### config.mk
export PLATFORM = sky130hd
export DESIGN_NAME = tt_um_n_pwm_multi
export DESIGN_NICKNAME = d
export VERILOG_FILES = /design/src/rtl/tt_um_n_pwm_multi.sv
export SDC_FILE = /design/constraint.sdc
export NUM_CORES = 1
export LEC_CHECK = 0
export ABC_CLOCK_PERIOD_IN_PS = 3000
export CORE_ASPECT_RATIO = 1.5
export CORE_UTILIZATION = 41
export CTS_CLUSTER_SIZE = 40
export DETAILED_ROUTE_END_ITERATION = 7
export GPL_ROUTABILITY_DRIVEN = 0
export PLACE_DENSITY = 0.61
export SETUP_SLACK_MARGIN = 0.4
export SYNTH_ARGS = -nofsm -noshare
export SYNTH_HDL_FRONTEND = slang
export SYNTH_SLANG_ARGS = --single-unit
export TNS_END_PERCENT = 10
### constraint.sdc
create_clock -name clk -period 3 [get_ports clk]
set_clock_uncertainty 0.1 [all_clocks]
set_input_delay 0.6 -clock clk [delete_from_list [all_inputs] [get_ports clk]]
set_output_delay 0.6 -clock clk [all_outputs]
set_load 0.005 [all_outputs]
### src/rtl/tt_um_n_pwm_multi.sv
// Multi-channel PWM generator with a strobe-driven host register file.
// Duty values are double-buffered and only take effect at a period boundary.
module tt_um_n_pwm_multi #(
  parameter int unsigned CHANNELS = 4,
  parameter int unsigned WIDTH    = 8
) (
  input  logic       clk,
  input  logic       rst_n,
  input  logic       ena,
  input  logic [7:0] ui_in,
  input  logic [7:0] uio_in,
  output logic [7:0] uo_out,
  output logic [7:0] uio_out,
  output logic [7:0] uio_oe
);

  localparam logic [WIDTH-1:0] CntMax = '1;

  logic                strb_meta_q, strb_sync_q, strb_prev_q;
  logic [WIDTH-1:0]    shadow_q [CHANNELS];
  logic [WIDTH-1:0]    active_q [CHANNELS];
  logic [CHANNELS-1:0] pol_q;
  logic [CHANNELS-1:0] chan_q;
  logic                run_q;
  logic [3:0]          pre_q;
  logic [3:0]          presc_q;
  logic [WIDTH-1:0]    cnt_q;
  logic                pulse_q;

  logic       wr;
  logic       tick;
  logic       wrap;
  logic [2:0] addr;
  logic       unused_in;

  assign addr      = ui_in[2:0];
  assign wr        = ena & strb_sync_q & ~strb_prev_q;
  // ">=" so that lowering pre below the running count ticks at once instead of wrapping
  assign tick      = run_q & (presc_q >= pre_q);
  assign wrap      = tick & (cnt_q == CntMax);
  assign unused_in = ^{ui_in[6:3], uio_in};

  // Strobe synchroniser and edge detector; frozen with the rest of the block when ena=0
  always_ff @(posedge clk or negedge rst_n) begin
    if (!rst_n) begin
      strb_meta_q <= 1'b0;
      strb_sync_q <= 1'b0;
      strb_prev_q <= 1'b0;
    end else if (ena) begin
      strb_meta_q <= ui_in[7];
      strb_sync_q <= strb_meta_q;
      strb_prev_q <= strb_sync_q;
    end
  end

  // Host registers; with CHANNELS=7 address 6 updates both shadow_q[6] and pol_q
  always_ff @(posedge clk or negedge rst_n) begin
    if (!rst_n) begin
      pol_q <= '0;
      run_q <= 1'b0;
      pre_q <= 4'd0;
      for (int i = 0; i < CHANNELS; i++) shadow_q[i] <= '0;
    end else if (wr) begin
      if (addr == 3'd6) pol_q <= uio_in[CHANNELS-1:0];
      if (addr == 3'd7) begin
        run_q <= uio_in[0];
        pre_q <= uio_in[7:4];
      end
      for (int i = 0; i < CHANNELS; i++) begin
        if (addr == 3'(i)) shadow_q[i] <= uio_in[WIDTH-1:0];
      end
    end
  end

  // Prescaler, period counter and period-start pulse
  always_ff @(posedge clk or negedge rst_n) begin
    if (!rst_n) begin
      presc_q <= 4'd0;
      cnt_q   <= '0;
      pulse_q <= 1'b0;
    end else if (ena) begin
      if (!run_q) begin
        presc_q <= 4'd0;
        cnt_q   <= '0;
        pulse_q <= 1'b0;
      end else begin
        pulse_q <= wrap;
        if (tick) begin
          presc_q <= 4'd0;
          cnt_q   <= cnt_q + 1'b1;
        end else begin
          presc_q <= presc_q + 4'd1;
        end
      end
    end
  end

  // Active duties reload on wrap (old shadow value wins a same-cycle write) or while idle
  always_ff @(posedge clk or negedge rst_n) begin
    if (!rst_n) begin
      for (int i = 0; i < CHANNELS; i++) active_q[i] <= '0;
    end else if (ena && (!run_q || wrap)) begin
      for (int i = 0; i < CHANNELS; i++) active_q[i] <= shadow_q[i];
    end
  end

  always_ff @(posedge clk or negedge rst_n) begin
    if (!rst_n) begin
      chan_q <= '0;
    end else if (ena) begin
      for (int i = 0; i < CHANNELS; i++) begin
        chan_q[i] <= run_q ? ((cnt_q < active_q[i]) ^ pol_q[i]) : pol_q[i];
      end
    end
  end

  always_comb begin
    uo_out                 = 8'h00;
    uo_out[CHANNELS-1:0]   = chan_q;
    uo_out[7]              = pulse_q;
  end

  assign uio_out = 8'h00;
  assign uio_oe  = 8'h00;

endmodule

==> reports/metrics.yaml, run 1 <==
global_route:
  antenna_found_initial: 0
  grt_usage_pct: 17.4
  grt_max_degree: 55
  grt_pass1_wl_um: 16000
  grt_overflow: 0
  grt_pass1_vias: 3121
power:
  fin_total_pwr_mw: 4.32
  power_leakage_nw: 2.57
  ir_drop_mv: 0.322
  power_density_mw_per_mm2: 799
sta:
  finalHoldViolCount: 0
  post-route-min-period_ps: 2320
  tightestPinTransition_ps: 525
  hold_slack_ps: 129
  setup_tns_ps: 0
  slew_violations: 0
  post-route-period-util_pct: 77.3
  rsz0062_at_grt: "no"
  relSlewSlack_pct: 65.0
  setup_viol: 0
  setup_slack_ps: 680
  fmax_mhz: 431
layout:
  area_growth_syn_to_layout_pct: 12.8
  final_nets: 464
  fin_util_pct: 47.2
  diodes: 0
  layout-drive-gt1-share_pct: 25.0
  num-fill-cells: 1045
  layout_common_cells: "93 x dfrtp_1, 72 x mux2_2, 38 x inv_1, 34 x ha_1, 19 x conb_1"
  final_common_cell: "dfrtp_1"
  final_area_mm2: 0.00541
  final_cells: 566
setup_path:
  critical_path_class: "reg2reg"
  crit_fanout: 32
  cp.required_ps: 3120
  crit_path_end_kind: "flip-flop"
  start_kind: "flip-flop"
  critPathArrivalTime_ps: 2440
synthesis:
  yosys-top-cells-area: "dfrtp_1 49%, mux2_2 17%, ha_1 8.9%, buf_4 3.1%, inv_1 3.0%"
  syn-cell-area_mm2: 0.00480
  synth-main-ff-cell: "dfrtp_1"
  ys_ff_latch: 93
  async_flop_share_pct: 100
  yosysSeqAreaShare_pct: 48.5
  synth_cell_types: 42
  synth.top_cell.area_share_pct: 48.5
  synth_cells: 384
  syn_avg_cell_area_um2: 12.5
  synth_top_area_cell: "dfrtp_1"
  synth_edf_count: 0
  yosys_warnings: 0
run:
  drv_cap: 0
route:
  drcViolationCount: 0
  wl_per_cell_um: 16.9
  avgViaCountPerCell: 5.30
  vias: 3002
  antenna_left: 0
  drt-total-wl_um: 9550
  drt_first_pass_iters: 4
  drt_iter0_markers: 85
die:
  die_area_mm2: 0.0121
  die_height_um: 134
  row_count: 48
  die_w_um: 90.3
  initial_core_util_pct: 41.8
  ios: 43
  core_region_area_mm2: 0.0115
cts:
  cts_root_buffer: "clkbuf_16"
  clk_latency_ps: 340
  clkSinkCount: 93
  ctsLongestPathBuffers: 2
  cts_resized: 0
  cts_tree: "yes"
  cts_hold_buf: 0
  path_clk_slew_ps: 60
  numCtsBuffers: 9
  htreeDepth: 3
  postCtsSetupBuffers: 0
place:
  hpwl_um: 6920
  postPlaceCellArea_mm2: 0.00511
  io_buffer_count: 19
  dpl_worst_slack_ps: 343
  dpl.cell_count: 550
status:
  status: "finished clean"
worst_hold_path:
  hold_path.class: "in2async"
==> critical path, cell delays in order (launching register included) <==
cell and delay (ps):
dfrtp_1 430, ha_1 290, o211ai_1 360, o21ai_4 170, a41oi_4 230, buf_12 240
mux2_2 360
==> report_power, final <==
group,switching (mW),internal [mW]
Sequential,0.255,1.69
Clock,0.477,0.670
Combinational,0.562,0.670
Total,1.29,3.03
==> final cells by class <==
type	count	area (µm²)	area share (%)
well taps	150	188	3.47
clock buffers	11	243	4.49
inverters	38	143	2.64
repair buffers	25	258	4.76
flip-flops and latches	93	2330	43.0
multi-input cells	244	2190	40.6
clock inverters	5	58.8	1.09
==> path summary, 6_finish.rpt <==
check	from	to	slack, ps	depth (start not counted)
worst min-delay path	rst_n	presc_q[3]	130	1
worst max-delay path	presc_q[1]	active_q[19]	680	6
min in group clk	shadow_q[13]	active_q[13]	400	1
max in group asynchronous	rst_n	active_q[27]	1990	2
worst max register to register	presc_q[1]	active_q[19]	680	6
worst min register to register	shadow_q[13]	active_q[13]	400	1
==> kinds of logic after synthesis <==
kind of cell,after synthesis,share of synthesized area [%]
buffers and inverters,65,7.15
AOI/OAI and AO/OA,54,9.05
and+or+nand+nor,59,7.93
other,1,0.0782
xor gates and xnor gates,2,0.365
muxes,76,18.0
adders and majority gates,34,8.87
DFF,93,48.5
==> sequential cells by signal, indices dropped and copies added (netlist names), 4 cells and up <==
name      flops
presc_q       4
active_q     32
cnt_q         8
pol_q         4
pre_q         4
shadow_q     32
chan_q        4
==> synth_stat cells, drive strengths merged, types with 2 or more instances <==
| library cell | n |
|---|---|
| nand3 | 4 |
| o2111a | 4 |
| a222oi | 4 |
| a211o | 4 |
| o21ai | 14 |
| o211ai | 7 |
| xor2 | 2 |
| buf | 24 |
| nor3b | 5 |
| and2 | 8 |
| a2111oi | 4 |
| nor2 | 8 |
| nand2b | 5 |
| dfrtp | 93 |
| and3 | 5 |
| mux2 | 75 |
| ha | 34 |
| nand2 | 8 |
| a21o | 4 |
| a21oi | 4 |
| inv | 38 |
| a211oi | 5 |
| nand4 | 8 |
| clkbuf | 3 |
| or3 | 3 |
==> metal layers <==
metal	track usage [%]	share of wire, %	up-vias
met2	30.1	53	59
li1	-	-	1409
met3	2.59	1.8	23
met5	0	0	-
met1	20.4	42	1511
met4	10.8	3.9	0
Note: power is estimated with default switching activity, not from simulation.
==> run 2, diff against run 1 <==
- ABC_CLOCK_PERIOD_IN_PS: 3000 -> 2000
- PLACE_DENSITY: 0.61 -> 0.63
- clock period: 3 -> 2 ns (I/O delays scaled with it)
==> reports/metrics.yaml, run 2 (synthesized netlist as in run 1, its figures left out) <==
power:
  power_density_mw_per_mm2: 1190
  power_leakage_nw: 2.89
  ir_drop_mv: 0.503
  fin_total_pwr_mw: 7.09
route:
  drt_iter0_markers: 135
  wl_per_cell_um: 16.9
  avgViaCountPerCell: 5.19
  antenna_left: 0
  drcViolationCount: 1
  drt-total-wl_um: 10100
  vias: 3093
  drt_first_pass_iters: 7
global_route:
  grt_pass1_vias: 3283
  grt_overflow: 0
  antenna_found_initial: 0
  grt_pass1_wl_um: 16900
  grt_usage_pct: 18.2
  grt_max_degree: 39
sta:
  post-route-period-util_pct: 105
  rsz0062_at_grt: "yes"
  finalHoldViolCount: 0
  setup_viol: 35
  slew_violations: 0
  fmax_mhz: 478
  setup_slack_ps: -93.0
  post-route-min-period_ps: 2090
status:
  status: "finished with violations"
  violations: "design-rule violations, negative setup slack"
cts:
  clk_latency_ps: 340
  htreeDepth: 3
  ctsLongestPathBuffers: 2
  clkSinkCount: 93
  path_clk_slew_ps: 60
  cts_root_buffer: "clkbuf_16"
  cts_tree: "yes"
  numCtsBuffers: 9
die:
  initial_core_util_pct: 41.8
  die_height_um: 134
  core_region_area_mm2: 0.0115
  die_w_um: 90.3
  die_area_mm2: 0.0121
  ios: 43
  row_count: 48
setup_path:
  critPathArrivalTime_ps: 2210
  crit_path_end_kind: "flip-flop"
  slowest_stage: "dfrtp_1"
  start_kind: "flip-flop"
  critical_path_class: "reg2reg"
  cp.required_ps: 2120
  crit_chain: "ha_1, o211ai_1, o21ai_4, a41oi_4, buf_12, mux2_2"
  crit_fanout: 18
  cp_slowest_stage_delay_ps: 400
layout:
  diodes: 0
  layout_common_cells: "90 x dfrtp_1, 58 x mux2_2, 37 x inv_1, 27 x ha_1, 25 x buf_4"
  fin_util_pct: 52.1
  largestRegisters: "active_q (32), shadow_q (32), cnt_q (8)"
  final_area_mm2: 0.00597
  final_nets: 494
  layout-drive-gt1-share_pct: 36.1
  area_growth_syn_to_layout_pct: 24.5
  num-fill-cells: 1006
  final_common_cell: "dfrtp_1"
place:
  postPlaceCellArea_mm2: 0.00537
  hpwl_um: 7380
  io_buffer_count: 19
worst_hold_path:
  hold_path.class: "reg2reg"
run:
  drv_cap: 0
## run 2: worst paths after layout
kind	end	slack, ps	start	depth (start not counted)
max reg2reg	active_q[1]	-90	presc_q[1]	6
max	active_q[1]	-90	presc_q[1]	6
max in group asynchronous	cnt_q[3]	880	rst_n	3
min	active_q[8]	390	shadow_q[8]	1
min reg2reg	active_q[8]	390	shadow_q[8]	1
min in group asynchronous	presc_q[2]	400	rst_n	2
## run 2: layout make-up
type | count | area (µm²) | area share (%)
inverters | 38 | 143 | 2.39
well taps | 150 | 188 | 3.14
clock inverters | 4 | 70.1 | 1.17
flip-flops and latches | 93 | 2330 | 39.0
repair buffers | 55 | 556 | 9.30
multi-input cells | 244 | 2430 | 40.7
clock buffers | 12 | 256 | 4.29
## run 2: critical path, delay by kind of cell (launching register included)
| family | cells | cell delay (ps) |
|---|---|---|
| compound gates | 3 | 640 |
| flops | 1 | 400 |
| mux | 1 | 340 |
| fa+ha+maj | 1 | 280 |
| buf+inv | 1 | 210 |
## run 2: power breakdown
group / internal [mW] / total (mW) / switching (mW) / leakage, nW
logic: 1.30 / 2.34 / 1.03 / 1.54
clock network: 1.16 / 1.85 / 0.689 / 0.163
registers: 2.54 / 2.91 / 0.372 / 1.19
total: 5.00 / 7.09 / 2.09 / 2.89
## run 2: metal layers
metal  GRT usage [%]  vias to the layer above  routed length (µm)
met5               0                        -                   0
met1            21.7                     1561                4270
met3            2.65                       18                 157
met2            32.1                       51                5360
li1                -                     1463                   -
met4            9.05                        0                 318
## run 2: timing repair
action,4_1_cts,5_1_grt
gates cloned,0,0
hold buffers,1,0
buffers inserted,0,1
pin swaps,27,9
setup endpoints to repair,95,87
hold endpoints to repair,20,0
resized for setup,58,14
## run 2: stage by stage
stage | setup WS (ps) | TNS (ps) | hold WS, ps | std cells
after floorplan | -85.9 | -2360 | 4.41 | 402
after global placement | -346 | -21450 | 219 | 578
final | -93.0 | -2440 | 392 | 596
after detailed placement | -355 | -21670 | 220 | 578
after global routing | -186 | -5530 | 414 | 596
after CTS | -122 | -3320 | 401 | 595
